[src/rtl/prog_sequencer_if.sv]
// Bus between the control decoder / instruction ROM side and the fetch sequencer.
//   master: drives Start and the decoded Halt/RegSet/BranchEn/BranchTaken/Target,
//           observes Pc and the status outputs (bench or decoder side).
//   slave : the sequencer; consumes the decoded controls, drives Pc, IsLoadingReg,
//           Running, Done, CycleCount and InstrCount.
interface prog_sequencer_if #(
    parameter int unsigned PC_W  = 10,
    parameter int unsigned CNT_W = 16
);
    logic             Start;
    logic             Halt;
    logic             RegSet;
    logic             BranchEn;
    logic             BranchTaken;
    logic [PC_W-1:0]  Target;
    logic [PC_W-1:0]  Pc;
    logic             IsLoadingReg;
    logic             Running;
    logic             Done;
    logic [CNT_W-1:0] CycleCount;
    logic [CNT_W-1:0] InstrCount;

    modport master (
        output Start, Halt, RegSet, BranchEn, BranchTaken, Target,
        input  Pc, IsLoadingReg, Running, Done, CycleCount, InstrCount
    );

    modport slave (
        input  Start, Halt, RegSet, BranchEn, BranchTaken, Target,
        output Pc, IsLoadingReg, Running, Done, CycleCount, InstrCount
    );
endinterface

[src/rtl/prog_sequencer.sv]
// Fetch/sequencing FSM for the 9-bit-instruction core.
// Owns the program counter and the run/halt lifecycle, flags the data word that follows a
// register-set instruction, and keeps saturating cycle/instruction counters.
// Ports:
//   Clk   - rising-edge clock
//   Reset - asynchronous active-low reset
//   bus   - prog_sequencer_if.slave: Start and decoded controls in; Pc and status out
module prog_sequencer #(
    parameter int unsigned PC_W     = 10,
    parameter int unsigned CNT_W    = 16,
    parameter int unsigned START_PC = 0
) (
    input logic              Clk,
    input logic              Reset,
    prog_sequencer_if.slave  bus
);
    localparam logic [PC_W-1:0] StartPc = PC_W'(START_PC);

    typedef enum logic [1:0] {StIdle, StRun, StLoadReg, StDone} state_e;

    state_e           state_q, state_d;
    logic [PC_W-1:0]  pc_q, pc_d;
    logic [CNT_W-1:0] cyc_q, cyc_d;
    logic [CNT_W-1:0] ins_q, ins_d;
    logic [CNT_W-1:0] cyc_inc, ins_inc;

    // Counters stick at all-ones instead of wrapping.
    assign cyc_inc = (cyc_q == '1) ? cyc_q : cyc_q + CNT_W'(1);
    assign ins_inc = (ins_q == '1) ? ins_q : ins_q + CNT_W'(1);

    // State and datapath registers.
    always_ff @(posedge Clk or negedge Reset) begin
        if (!Reset) begin
            state_q <= StIdle;
            pc_q    <= StartPc;
            cyc_q   <= '0;
            ins_q   <= '0;
        end else begin
            state_q <= state_d;
            pc_q    <= pc_d;
            cyc_q   <= cyc_d;
            ins_q   <= ins_d;
        end
    end

    // Next-state and datapath update.
    always_comb begin
        state_d = state_q;
        pc_d    = pc_q;
        cyc_d   = cyc_q;
        ins_d   = ins_q;
        unique case (state_q)
            StIdle, StDone: begin
                if (bus.Start) begin
                    state_d = StRun;
                    pc_d    = StartPc;
                    cyc_d   = '0;
                    ins_d   = '0;
                end
            end
            StRun: begin
                cyc_d = cyc_inc;
                ins_d = ins_inc;
                // Halt beats RegSet beats branch; Halt leaves Pc on the halting word.
                if (bus.Halt) begin
                    state_d = StDone;
                end else if (bus.RegSet) begin
                    state_d = StLoadReg;
                    pc_d    = pc_q + PC_W'(1);
                end else if (bus.BranchEn && bus.BranchTaken) begin
                    pc_d = bus.Target;
                end else begin
                    pc_d = pc_q + PC_W'(1);
                end
            end
            StLoadReg: begin
                // Current word is operand data: decoded controls are meaningless here.
                state_d = StRun;
                pc_d    = pc_q + PC_W'(1);
                cyc_d   = cyc_inc;
            end
            default: state_d = StIdle;
        endcase
    end

    // Moore outputs.
    always_comb begin
        bus.Pc           = pc_q;
        bus.IsLoadingReg = (state_q == StLoadReg);
        bus.Running      = (state_q == StRun) || (state_q == StLoadReg);
        bus.Done         = (state_q == StDone);
        bus.CycleCount   = cyc_q;
        bus.InstrCount   = ins_q;
    end
endmodule

[src/flat_wrapper.sv]
// flat-port wrapper written by rule: the top's interface ports become plain ports
module prog_sequencer_flat 
#(
    parameter int unsigned PC_W     = 10,
    parameter int unsigned CNT_W    = 16,
    parameter int unsigned START_PC = 0
)
  (Clk, Reset, bus_Start, bus_Halt, bus_RegSet, bus_BranchEn, bus_BranchTaken, bus_Target, bus_Pc, bus_IsLoadingReg, bus_Running, bus_Done, bus_CycleCount, bus_InstrCount);
  prog_sequencer_if #(.PC_W(PC_W), .CNT_W(CNT_W)) bus_i ();
  input logic Clk;
  input logic Reset;
  input wire logic [$bits(bus_i.Start)-1:0] bus_Start;
  input wire logic [$bits(bus_i.Halt)-1:0] bus_Halt;
  input wire logic [$bits(bus_i.RegSet)-1:0] bus_RegSet;
  input wire logic [$bits(bus_i.BranchEn)-1:0] bus_BranchEn;
  input wire logic [$bits(bus_i.BranchTaken)-1:0] bus_BranchTaken;
  input wire logic [$bits(bus_i.Target)-1:0] bus_Target;
  output wire logic [$bits(bus_i.Pc)-1:0] bus_Pc;
  output wire logic [$bits(bus_i.IsLoadingReg)-1:0] bus_IsLoadingReg;
  output wire logic [$bits(bus_i.Running)-1:0] bus_Running;
  output wire logic [$bits(bus_i.Done)-1:0] bus_Done;
  output wire logic [$bits(bus_i.CycleCount)-1:0] bus_CycleCount;
  output wire logic [$bits(bus_i.InstrCount)-1:0] bus_InstrCount;
  assign bus_i.Start = bus_Start;
  assign bus_i.Halt = bus_Halt;
  assign bus_i.RegSet = bus_RegSet;
  assign bus_i.BranchEn = bus_BranchEn;
  assign bus_i.BranchTaken = bus_BranchTaken;
  assign bus_i.Target = bus_Target;
  assign bus_Pc = bus_i.Pc;
  assign bus_IsLoadingReg = bus_i.IsLoadingReg;
  assign bus_Running = bus_i.Running;
  assign bus_Done = bus_i.Done;
  assign bus_CycleCount = bus_i.CycleCount;
  assign bus_InstrCount = bus_i.InstrCount;
  prog_sequencer #(.PC_W(PC_W), .CNT_W(CNT_W), .START_PC(START_PC)) u_core (.Clk(Clk), .Reset(Reset), .bus(bus_i));
endmodule
[config.mk]
export PLATFORM = sky130hd
export DESIGN_NAME = prog_sequencer_flat
export DESIGN_NICKNAME = d
export VERILOG_FILES = /design/src/rtl/prog_sequencer_if.sv /design/src/rtl/prog_sequencer.sv /design/src/flat_wrapper.sv
export SDC_FILE = /design/constraint.sdc
export NUM_CORES = 1
export LEC_CHECK = 0
export CAP_MARGIN = 20
export CORE_ASPECT_RATIO = 0.7
export CORE_MARGIN = 2
export CORE_UTILIZATION = 40
export CTS_BUF_LIST = sky130_fd_sc_hd__clkbuf_4
export DETAILED_ROUTE_END_ITERATION = 10
export PLACE_DENSITY = 0.66
export SLEW_MARGIN = 25
export SYNTH_ARGS = -nofsm -noshare
export SYNTH_HDL_FRONTEND = slang
export SYNTH_SLANG_ARGS = --single-unit
[constraint.sdc]
create_clock -name Clk -period 3.55 [get_ports Clk]
set_input_delay 0.71 -clock Clk [delete_from_list [all_inputs] [get_ports Clk]]
set_output_delay 0.71 -clock Clk [all_outputs]
set_load 0.005 [all_outputs]
# [Word level (Yosys, flattened, before mapping)]
# Cells that the tools add are included.
# Widths: inputs -> output; s select.
[totals] regBits=44 input_bits=17 out_inout_bits=45
[op_classes] n_reduce_logical=10 muxes=14 eq_ne=10 add_sub_neg=3
[ops] operator="$pmux 16 s2" count=2
[ops] operator="$mux 16" count=3
[ops] operator="$mux 10" count=4
[ops] operator="$add 16x1->16 const B" count=2
[ops] operator="$eq 16x16->1 const B" count=2
[ops] operator="$pmux 10 s3" count=1
[ops] operator="$add 10x1->10 const B" count=1
[ops] operator="$ne 2x2->1 const B" count=4
[ops] operator="$mux 2" count=3
[ops] operator="$pmux 2 s3" count=1
[ops] operator="$reduce_and 2->1" count=3
[ops] operator="$eq 2x2->1 const B" count=2
[ops] operator="$reduce_or 2->1" count=2
[ops] operator="$ne 3x3->1 const B" count=1
[ops] operator="$reduce_and 3->1" count=1
[ops] operator="$eq 2x1->1 const B" count=1
[ops] operator="$logic_not 2->1" count=1
[ops] operator="$reduce_bool 2->1" count=1
[ops] operator="$logic_and 1x1->1" count=1
[ops] operator="$logic_or 1x1->1" count=1

# [Depth between registers and ports, before layout]
# Gate-level depths: netlist (run 1).
[logic_depth] ltp_word=5 ltp_mapped=8 ltp_nobuf=6

# [Worst setup path after synthesis (run 1)]
# OpenSTA, ideal clock, no wires.
[synth_path] path_type="register to register" from="reg u_core.state_q[0]" to="reg u_core.pc_q[6], in the netlist u_core.bus.Pc[6]" slack_ns=1.713 synth_period_minus_slack_ns=1.837 arrival_time_ns=1.711 stages_incl_launch_ff=8 path_cell_list="dfrtp_1 inv_1 ha_1 buf_4 clkinv_1 nand2_1 nor3_1 a221o_1"
[synth_via] elab_chain_len=4 elab_cells_between_ends=9 cone_classes="eq/ne (5); mux (1); reduce/logical (3)"
[synth_rtl] element="from (decl)" line="prog_sequencer.sv:21" text="state_e state_q, state_d;"
[synth_rtl] element="from (signal assigned)" line="prog_sequencer.sv:34" text="state_q <= StIdle;"
[synth_rtl] element="from (signal assigned)" line="prog_sequencer.sv:39" text="state_q <= state_d;"
[synth_rtl] element="$eq 2x2->1 or $logic_not 2->1 (tied branches)" line="prog_sequencer.sv:52" text="unique case (state_q)"
[synth_rtl] element="$reduce_or 2->1" line="prog_sequencer.sv:52"
[synth_rtl] element="$ne 2x2->1 (no line)"
[synth_rtl] element="$reduce_and 2->1 (no line)"
[synth_rtl] element="to (signal assigned)" line="prog_sequencer.sv:35" text="pc_q <= StartPc;"
[synth_rtl] element="to (signal assigned)" line="prog_sequencer.sv:40" text="pc_q <= pc_d;"
[synth_rtl] element="to (decl)" line="prog_sequencer.sv:22" text="logic [PC_W-1:0] pc_q, pc_d;"
# Several ways; a longest one is shown, not always the timed one.
# A chain may end at the register's enable or synchronous reset.

# [Worst setup path after layout (run 1)]
[layout_path] from="reg u_core.state_q[0]" to="out bus_Running"
[layout_via] elab_chain_len=2 elab_cells_between_ends=3 cone_classes="eq/ne (2); reduce/logical (1)"
[layout_rtl] element="$eq 2x1->1 or $eq 2x2->1 (tied branches)" line="prog_sequencer.sv:90" text="bus.Running = (state_q == StRun) || (state_q == StLoadReg);"
[layout_rtl] element="$logic_or 1x1->1 *" line="prog_sequencer.sv:90"
[layout_rtl] element="to (decl)" line="flat_wrapper.sv:20" text="output wire logic [$bits(bus_i.Running)-1:0] bus_Running;"
# Mark *: on every way between the ends. The rest lies on a longest branch, timed or not.

==> results.md, run 1 <==
| Parameter | Value | Unit |
| --- | --- | --- |
| Status | finished, final reports clean | - |
| Mapped Nets | 319 | - |
| Launching element type of the critical path | flip-flop | - |
| Leading cell type in the layout, fill and taps excluded | sky130_fd_sc_hd__clkdlybuf4s50_1 | - |
| Maximum net fanout on the critical path | 23 | - |
| Post-synthesis async set-or-reset flop share | 100 | % |
| Die H | 73.8 | µm |
| Bufs and invs on worst path | 4 | - |
| Average wire per cell in the routed design | 16.3 | µm |
| Leak | 1.39 | nW |
| Initial antenna violation count | 0 | - |
| Mean instance size in the synthesized netlist | 9.41 | µm² |
| Max-slew headroom | 52.7 | % |
| Cell variety after synth | 60 | - |
| Total power divided by cell area | 542 | nW/µm² |
| Clock transition time at the flip-flop clock pins of the worst setup and hold paths | 0.14 | ns |
| Sequential cell area fraction in the yosys report | 39.5 | % |
| Last weighted congestion value of the routability-driven placer | 0.803 | - |
| Kind of cell with the highest combined delay on the critical path | buffers and inverters | - |
| GRT Residual Overflow | 0 | - |
| TritonCTS clock tree | yes | - |
| Port Buffers | 61 | - |
| Class of the tightest hold or removal check | in -> async | - |
| Number of design-rule violations left by the first detailed-router iteration | 135 | - |
| Overall routing resource usage | 20.0 | % |
| Half-perimeter wire length after placement | 5.30 | mm |
| Effective utilization at floorplan | 41.2 | % |
| Final Cell Area | 3540 | µm² |
| Post-CTS repair timing setup buffer count | 0 | - |
| Drt pass-1 iters | 5 | - |
| Floorplan die width | 104 | µm |
| Core footprint | 6760 | µm² |
| Setup tns final | 0 | ns |
| Detail-routed via count per cell | 5.94 | - |
| Primary FF master, synth | sky130_fd_sc_hd__dfrtp_1 | - |
| Count of antenna diodes in the layout | 0 | - |
| Number of cells produced by synthesis | 296 | - |
| First-pass GRT wire length | 12.3 | mm |
| Top achievable clock speed | 0.346 | GHz |
| RSZ-0062 raised after global routing | false | - |
| Post-Synthesis Cell Area | 2790 | µm² |
| Gates resized, CTS repair | 0 | - |
| Total wirelength of the detailed-routed design | 7.36 | mm |
| Startpoint-to-endpoint class of the critical path | reg -> out | - |
| Share of the synthesized area in the top cell type | 39.5 | % |
| Number of top-level pins | 62 | - |
| Final-report setup violation count | 0 | - |
| Reg-to-reg startpoint | u_core.state_q[1]$_DFFE_PN0P_ | - |
| Flip-flop and latch count after synthesis | 44 | - |
| Time the worst path needs with I/O delays and setup | 2.89 | ns |
| Tcrit/Tclk final | 81.5 | % |
| Net count, final | 378 | - |
| Arrival @ worst endpoint | 2.18 | ns |
| Worst Reg-to-Reg Cells | 6 | - |
| Yosys warnings | 0 | - |
| Vias in the first global route | 2440 | - |
| Number of CTS-inserted buffers | 5 | - |
| Max Root-Sink Buffers | 2 | - |
| Pin count of the biggest net entering global routing | 45 | - |
| Post-route DRC | 0 | - |
| Placement Rows | 25 | - |
| Number of pins exceeding their max-slew limit in the final report | 0 | - |
| Cts hold-fix bufs | 0 | - |
| Data required time of the critical path | 2.84 | ns |
| IR Drop Worst-Case VDD | 278 | µV |
| Placed cell areas | 3460 | µm² |
| Most used cells in the layout excluding fill and tap cells | sky130_fd_sc_hd__clkdlybuf4s50_1, sky130_fd_sc_hd__dfrtp_1, sky130_fd_sc_hd__nand2_1 | - |
| Synthesis-to-layout area growth | 27.3 | % |
| Maximum capacitance violations | 0 | - |
| Worst-Margin Slew | 0.700 | ns |
| Max stage delay cell, worst path | sky130_fd_sc_hd__clkdlybuf4s50_1 | - |
| Cell Chain, Critical Path | inv_1 > ha_1 > buf_4 > clkinv_1 > clkdlybuf4s50_1 | - |
| Leading area contributor after synthesis | sky130_fd_sc_hd__dfrtp_1 | - |
| Final Total Pwr | 1.92 | mW |
| Vias | 2671 | - |
| Share of layout cells above drive strength 1 | 9.55 | % |
| Latest clock arrival within the worst-skew pair | 0.37 | ns |
| Largest incremental delay on the critical path | 0.52 | ns |
| Area enclosed by the die boundary | 7660 | µm² |
| Clk Tree Root Cell | sky130_fd_sc_hd__clkbuf_4 | - |
| Clock sink count | 44 | - |
| R2R setup slack | 1.17 | ns |
| Antenna Nets Post-Route | 0 | - |
| Count of final hold-check violations | 0 | - |
| H-tree depth | 2 | - |
| Kind of end point of the critical path | output pin | - |
| Synth top area cells | sky130_fd_sc_hd__dfrtp_1, sky130_fd_sc_hd__nand2_1, sky130_fd_sc_hd__mux2i_1, sky130_fd_sc_hd__o21ai_0, sky130_fd_sc_hd__ha_1 | - |
| End of the worst register-to-register path | u_core.bus.InstrCount[0]$_DFFE_PN0P_ | - |
| Count of flip-flops with a built-in enable after synthesis | 0 | - |
| Worst Skew | 0.0126 | ns |
-- through the flow --
| step | std cells | hold WS (ns) | util, % | setup slack (ns) |
|---|---|---|---|---|
| after floorplan | 296 | 0.414 | - | 1.71 |
| after global placement | 442 | 0.525 | 51.2 | 1.04 |
| after detailed placement | 442 | 0.524 | 51.2 | 0.949 |
| after CTS | 450 | 0.528 | 52.4 | 0.643 |
| after global routing | 450 | 0.357 | 52.5 | 0.520 |
| final | 450 | 0.317 | 52.5 | 0.658 |
-- cell type report --
type                            count  area (µm²)
Clock inverter                      3        42.5
Clock buffer                        5        37.5
Multi-Input combinational cell    231        1580
Timing Repair Buffer               64         631
Sequential cell                    44        1100
Tap cell                           94         118
Inverter                            9        33.8
Fill cell                         630        3210
-- sequential cells by signal (all words and copies together) (netlist names) --
| signal | cells |
|---|---|
| u_core.state_q | 2 |
| u_core.bus.InstrCount | 16 |
| u_core.bus.Pc | 10 |
| u_core.bus.CycleCount | 16 |
-- report_power, final --
group          switching, mW  internal, mW  total, mW
Clock                  0.176         0.147      0.323
Sequential            0.0950         0.571      0.666
Combinational          0.543         0.390      0.934
Total                  0.815          1.11       1.92
-- cell usage after synthesis, drive strengths merged, types with 6 or more instances --
| master | count |
|---|---|
| nor2 | 6 |
| nand3 | 15 |
| o21ai | 24 |
| nand4 | 9 |
| inv | 8 |
| nand2 | 38 |
| dfrtp | 44 |
| o41ai | 6 |
| a211oi | 6 |
| o31ai | 6 |
| nor4 | 7 |
| ha | 6 |
| or2 | 6 |
| mux2i | 12 |
| buf | 7 |
| a21oi | 13 |
-- per-layer routing --
layer | global-route usage [%] | vias up | wire (µm)
met2 | 29.2 | 108 | 3010
met4 | 4.50 | 0 | 61
met5 | 0 | - | 0
met3 | 4.26 | 10 | 545
li1 | - | 1269 | -
met1 | 30.2 | 1284 | 3740
-- kinds of logic after synthesis --
family | Yosys count | share of synthesized area [%]
simple gates | 114 | 23.5
compound gates | 93 | 24.0
flops | 44 | 39.5
buf+inv | 21 | 3.68
mux | 15 | 5.66
fa+ha+maj | 6 | 2.70
xor+xnor | 3 | 0.944
-- worst reg2reg max path: cells and delay by family, from the launching register on --
| kind | cells | cell delay (ns) |
|---|---|---|
| muxes | 1 | 0.38 |
| DFF | 1 | 0.43 |
| and+or+nand+nor | 2 | 0.44 |
| AOI/OAI and AO/OA | 1 | 0.38 |
| adders and majority gates | 1 | 0.58 |
| buffers and inverters | 1 | 0.09 |
-- worst max-delay path by stage --
| stage | cells past startpoint | slack [ns] | end | startpoint |
|---|---|---|---|---|
| after floorplan | 7 | 1.71 | u_core.bus.Pc[6]$_DFFE_PN0P_ | u_core.state_q[0]$_DFFE_PN0P_ |
| after global placement | 5 | 1.04 | u_core.bus.Pc[7]$_DFFE_PN0P_ | bus_Start |
| after detailed placement | 5 | 0.95 | u_core.bus.CycleCount[15]$_DFFE_PN0P_ | bus_Start |
| after CTS | 5 | 0.64 | bus_Running | u_core.state_q[0]$_DFFE_PN0P_ |
| after global routing | 5 | 0.52 | bus_Running | u_core.state_q[0]$_DFFE_PN0P_ |
| final | 5 | 0.66 | bus_Running | u_core.state_q[0]$_DFFE_PN0P_ |
(Power assumes the default switching activity.)
==> run 2, diff against run 1 <==
clock period = 2.9 ns   (was 3.55 ns; I/O delays follow)
==> run 2 against run 1 <==
Register-to-register slack worse by 0.53 ns; die area did not move; cell count is 0.67% higher; global-route usage shrank 0.094 points; non-clock buffer count up 3; clock-buffer cell count increased by 1; critical path type unchanged; largest cell class unchanged; largest power group unchanged; highest routed layer unchanged.
==> results.md, run 2 (synthesis results as in run 1) <==
| Parameter | Value | Unit |
| --- | --- | --- |
| Status | finished, final reports clean | - |
| Clk Tree Root Cell | sky130_fd_sc_hd__clkbuf_4 | - |
| Vias | 2626 | - |
| Port Buffers | 61 | - |
| Largest incremental delay on the critical path | 0.52 | ns |
| Average wire per cell in the routed design | 16.5 | µm |
| Max-slew headroom | 54.5 | % |
| Count of final hold-check violations | 0 | - |
| Switching share of power | 42.3 | % |
| Synthesis-to-layout area growth | 28.0 | % |
| IR Drop Worst-Case VDD | 327 | µV |
| Die H | 73.8 | µm |
| Relative contribution of sequential cells to total power | 34.3 | % |
| Pin count of the biggest net entering global routing | 28 | - |
| Worst Skew | 0.0176 | ns |
| Bufs and invs on worst path | 3 | - |
| Number of standard cells in the layout, taps in and fillers out | 453 | - |
| Data required time of the critical path | 2.32 | ns |
| Startpoint-to-endpoint class of the critical path | reg -> out | - |
| Kind of cell with the highest combined delay on the critical path | buffers and inverters | - |
| First-pass GRT wire length | 12.1 | mm |
| Gates resized, CTS repair | 0 | - |
| Antenna Nets Post-Route | 0 | - |
| Setup tns final | 0 | ns |
| TritonCTS clock tree | yes | - |
| Max Root-Sink Buffers | 2 | - |
| Last weighted congestion value of the routability-driven placer | 0.804 | - |
| Switching Power | 1.01 | mW |
| Count of antenna diodes in the layout | 0 | - |
| Top achievable clock speed | 0.401 | GHz |
| GRT Residual Overflow | 0 | - |
| Number of pins exceeding their max-slew limit in the final report | 0 | - |
| Initial antenna violation count | 0 | - |
| H-tree depth | 2 | - |
| Placement Rows | 25 | - |
| Half-perimeter wire length after placement | 5.45 | mm |
| Vias in the first global route | 2389 | - |
| Number of CTS-inserted buffers | 5 | - |
| Clock share of power | 16.8 | % |
| Leak | 1.41 | nW |
| Area enclosed by the die boundary | 7660 | µm² |
| Post-route DRC | 0 | - |
| Drt pass-1 iters | 4 | - |
| Detail-routed via count per cell | 5.80 | - |
| Total power divided by cell area | 670 | nW/µm² |
| Leading cell type in the layout, fill and taps excluded | sky130_fd_sc_hd__clkdlybuf4s50_1 | - |
| Number of top-level pins | 62 | - |
| Clock transition time at the flip-flop clock pins of the worst setup and hold paths | 0.14 | ns |
| Floorplan die width | 104 | µm |
| Maximum capacitance violations | 0 | - |
| Overall routing resource usage | 19.9 | % |
| RSZ-0062 raised after global routing | false | - |
| Max stage delay cell, worst path | sky130_fd_sc_hd__clkdlybuf4s50_1 | - |
| Internal power summed over all cells | 1.38 | mW |
| Post-CTS repair timing setup buffer count | 0 | - |
| Most used cells in the layout excluding fill and tap cells | sky130_fd_sc_hd__clkdlybuf4s50_1, sky130_fd_sc_hd__dfrtp_1, sky130_fd_sc_hd__nand2_1 | - |
| Core footprint | 6760 | µm² |
| Launching element type of the critical path | flip-flop | - |
| Class of the tightest hold or removal check | in -> async | - |
| Arrival @ worst endpoint | 1.91 | ns |
| Latest clock arrival within the worst-skew pair | 0.37 | ns |
| Worst-Margin Slew | 0.673 | ns |
| Total wirelength of the detailed-routed design | 7.46 | mm |
| Time the worst path needs with I/O delays and setup | 2.49 | ns |
| Cts hold-fix bufs | 0 | - |
| Clock sink count | 44 | - |
| Final-report setup violation count | 0 | - |
| Logic pwr share | 48.9 | % |
| Tcrit/Tclk final | 86.0 | % |
| Number of design-rule violations left by the first detailed-router iteration | 132 | - |
| Kind of end point of the critical path | output pin | - |
| Effective utilization at floorplan | 41.2 | % |
| Cell Chain, Critical Path | inv_1 > ha_1 > clkinv_1 > clkdlybuf4s50_1 | - |
| Cell count after placement | 445 | - |
| Net count, final | 381 | - |
| Share of layout cells above drive strength 1 | 10.3 | % |
| Maximum net fanout on the critical path | 7 | - |
| Share of the core filled with cells | 52.8 | % |
==> run 2: final timing paths <==
kind / start / endpoint / slack [ns] / depth (start not counted)
min reg2reg: u_core.bus.CycleCount[7]$_DFFE_PN0P_ / u_core.bus.CycleCount[7]$_DFFE_PN0P_ / 0.55 / 1
max reg2reg: u_core.state_q[1]$_DFFE_PN0P_ / u_core.bus.InstrCount[15]$_DFFE_PN0P_ / 0.64 / 7
max in group asynchronous: Reset / u_core.bus.Pc[9]$_DFFE_PN0P_ / 2.07 / 2
min: Reset / u_core.bus.CycleCount[4]$_DFFE_PN0P_ / 0.19 / 1
max: u_core.state_q[0]$_DFFE_PN0P_ / bus_Running / 0.41 / 4
min in group Clk: u_core.bus.CycleCount[7]$_DFFE_PN0P_ / u_core.bus.CycleCount[7]$_DFFE_PN0P_ / 0.55 / 1
==> run 2: power by group through the flow <==
stage / combinational [mW] / clock (mW) / sequential (mW)
2_1_floorplan: 0.731 / 0 / 0.806
3_3_place_gp: 1.14 / 0 / 0.826
3_5_place_dp: 1.16 / 0 / 0.824
4_1_cts: 1.16 / 0.409 / 0.815
5_1_grt: 1.29 / 0.427 / 0.829
6_report: 1.17 / 0.402 / 0.819
==> run 2: cell type report <==
cell class | instances | area [µm²]
Clock buffer | 6 | 45.0
Clock inverter | 2 | 35.0
Fill cell | 646 | 3190
Inverter | 9 | 33.8
Multi-Input combinational cell | 231 | 1580
Sequential cell | 44 | 1100
Tap cell | 94 | 118
Timing Repair Buffer | 67 | 651
==> run 2: metrics by stage <==
step	power, mW	worst slack (ns)	instance area, µm²	hold slack (ns)
3_3_place_gp	1.97	0.527	3480	0.534
3_5_place_dp	1.98	0.487	3480	0.535
2_1_floorplan	1.54	1.06	2790	0.284
5_1_grt	2.54	0.296	3560	0.232
4_1_cts	2.39	0.405	3560	0.214
6_report	2.39	0.406	3560	0.195
==> run 2: worst register-to-register path: cells and delay by family (launching register included) <==
kind | cells | cell delay, ns
adder cells (fa/ha/maj) | 1 | 0.40
AND/OR/NAND/NOR | 2 | 0.65
flip-flops | 1 | 0.43
multiplexers | 1 | 0.21
buffers and inverters | 2 | 0.34
AO/OA/AOI/OAI | 1 | 0.17
==> run 2: per-layer routing <==
layer  routed length, µm  global-route usage (%)  vias up
met4                  55                    4.95        0
li1                    -                       -     1268
met5                   0                       0        -
met1                3760                    29.5     1259
met2                3120                    28.5       92
met3                 538                    5.68        7
==> run 3, diff against run 2 <==
DONT_BUFFER_PORTS = 1   (was not set)
PLACE_DENSITY = not set   (was 0.66)
clock period = 2.3 ns   (was 2.9 ns; I/O delays follow)
==> run 3 against run 2 <==
Critical path depth is 2 higher; clock power rose by 28%; cell count fell by 12%; die area did not move; sequential share of layout area grew 5.5 points; via count is 8.1% lower; clock-buffer cell count is the same; power grew 19%; wire length decreased by 5.9%.
==> results.md, run 3 (synthesis results as in run 1) <==
| Parameter | Value | Unit |
| --- | --- | --- |
| Count of final hold-check violations | 0 | - |
| Latest clock arrival within the worst-skew pair | 0.37 | ns |
| Clk Tree Root Cell | sky130_fd_sc_hd__clkbuf_4 | - |
| Overall routing resource usage | 19.5 | % |
| Setup tns final | 0 | ns |
| TritonCTS clock tree | yes | - |
| Launching element type of the critical path | flip-flop | - |
| Kind of end point of the critical path | flip-flop | - |
| Gates resized, CTS repair | 0 | - |
| Maximum capacitance violations | 0 | - |
| Number of design-rule violations left by the first detailed-router iteration | 101 | - |
| Net count, final | 326 | - |
| Post-CTS repair timing setup buffer count | 0 | - |
| Total wirelength of the detailed-routed design | 7.02 | mm |
| Number of pins exceeding their max-slew limit in the final report | 0 | - |
| Share of layout cells above drive strength 1 | 13.5 | % |
| Average wire per cell in the routed design | 17.6 | µm |
| Vias | 2413 | - |
| Antenna Nets Post-Route | 0 | - |
| Launch point of the critical path | u_core.state_q[0]$_DFFE_PN0P_ | - |
| Clock transition time at the flip-flop clock pins of the worst setup and hold paths | 0.14 | ns |
| Leading cell type in the layout, fill and taps excluded | sky130_fd_sc_hd__dfrtp_1 | - |
| Fill cells | 672 | - |
| Hold Slack | 0.243 | ns |
| Clock sink count | 44 | - |
| Total power divided by cell area | 939 | nW/µm² |
| Number of top-level pins | 62 | - |
| Startpoint-to-endpoint class of the critical path | reg -> reg | - |
| Synthesis-to-layout area growth | 8.67 | % |
| Final-report setup violation count | 0 | - |
| Max stage delay cell, worst path | sky130_fd_sc_hd__o41ai_1 | - |
| Worst min-delay path startpoint | bus_Halt | - |
| Most used cells in the layout excluding fill and tap cells | sky130_fd_sc_hd__dfrtp_1, sky130_fd_sc_hd__nand2_1, sky130_fd_sc_hd__o21ai_0 | - |
| Share of the core filled with cells | 44.8 | % |
| Drt pass-1 iters | 4 | - |
| Cts hold-fix bufs | 2 | - |
| Largest incremental delay on the critical path | 0.61 | ns |
| Seq. cell area | 1100 | µm² |
| Final Cell Area | 3030 | µm² |
| First-pass GRT wire length | 11.9 | mm |
| Port Buffers | 0 | - |
| Placed cell areas | 2910 | µm² |
| Class of the tightest hold or removal check | in -> reg | - |
| H-tree depth | 2 | - |
| RSZ-0062 raised after global routing | false | - |
| Arrival @ worst endpoint | 2.44 | ns |
| Effective utilization at floorplan | 41.2 | % |
| IR Drop Worst-Case VDD | 485 | µV |
| Initial antenna violation count | 0 | - |
| Top achievable clock speed | 0.468 | GHz |
| Floorplan die width | 104 | µm |
| Area enclosed by the die boundary | 7660 | µm² |
| Pin count of the biggest net entering global routing | 45 | - |
| Time the worst path needs with I/O delays and setup | 2.14 | ns |
| Count of antenna diodes in the layout | 0 | - |
| Max-slew headroom | 60.6 | % |
| Worst-Margin Slew | 0.584 | ns |
| Half-perimeter wire length after placement | 5.13 | mm |
| Post-route DRC | 0 | - |
| Max Root-Sink Buffers | 2 | - |
| Detail-routed via count per cell | 6.06 | - |
| Final Total Pwr | 2.84 | mW |
| Maximum net fanout on the critical path | 15 | - |
| Cell Chain, Critical Path | inv_1 > ha_1 > buf_4 > o41ai_1 > o21ai_0 > a21oi_1 | - |
| Data required time of the critical path | 2.60 | ns |
| Worst Skew | 0.0175 | ns |
| Last weighted congestion value of the routability-driven placer | 0.825 | - |
| GRT Residual Overflow | 0 | - |
| Status | finished, final reports clean | - |
| Multi-input gate area in the final layout | 1580 | µm² |
| Reg-to-reg startpoint | u_core.state_q[0]$_DFFE_PN0P_ | - |
| Placement Rows | 25 | - |
| Vias in the first global route | 2261 | - |
| Leak | 1.23 | nW |
| Number of CTS-inserted buffers | 5 | - |
| Die H | 73.8 | µm |
| Tcrit/Tclk final | 92.9 | % |
| Core footprint | 6760 | µm² |
==> run 3: changes by cell type in the layout (fill, tap and decap cells not counted), sizes merged <==
cell / change
buf: +4
dlygate4sd3: +1
clkdlybuf4s50: -60
==> run 3: per-stage QoR <==
stage / instances / setup slack [ns]
final: 398 / 0.164
after global routing: 398 / 0.00871
after CTS: 398 / 0.138
after detailed placement: 388 / 0.175
after global placement: 388 / 0.254
after floorplan: 296 / 0.463
==> run 3: worst max-delay path: cells and delay by family, from the launching register on <==
kind | cells | cell delay (ns)
compound gates | 3 | 0.91
fa+ha+maj | 1 | 0.44
flops | 1 | 0.42
buf+inv | 2 | 0.31
==> run 3: per-layer routing <==
metal / vias to the layer above / track usage [%] / routed length (µm)
met3: 7 / 7.81 / 636
met1: 1175 / 27.9 / 3570
li1: 1157 / - / -
met5: - / 0 / 0
met2: 74 / 27.4 / 2760
met4: 0 / 4.80 / 61
==> run 3: worst paths after layout <==
check                                                         to  slack [ns]  cells past startpoint
setup / recovery           u_core.bus.CycleCount[10]$_DFFE_PN0P_        0.16                      6
hold / removal                     u_core.state_q[0]$_DFFE_PN0P_        0.24                      2
setup reg to reg           u_core.bus.CycleCount[10]$_DFFE_PN0P_        0.16                      6
hold reg to reg             u_core.bus.CycleCount[7]$_DFFE_PN0P_        0.57                      1
max in group asynchronous  u_core.bus.CycleCount[11]$_DFFE_PN0P_        1.51                      2
min in group asynchronous   u_core.bus.InstrCount[1]$_DFFE_PN0P_        0.57                      2
==> run 3: power by group <==
| part | switching (mW) | internal (mW) | leakage (nW) |
|---|---|---|---|
| registers | 0.170 | 0.881 | 0.600 |
| logic | 0.801 | 0.477 | 0.580 |
| clock network | 0.273 | 0.240 | 0.0456 |
==> run 3: final cells by class <==
type | instances | area share, %
clock buffer | 6 | 1.49
sequential | 44 | 36.4
clock inverter | 2 | 1.16
timing repair buffer | 12 | 3.72
multi-input combinational | 231 | 52.3
inverter | 9 | 1.12
tap | 94 | 3.89
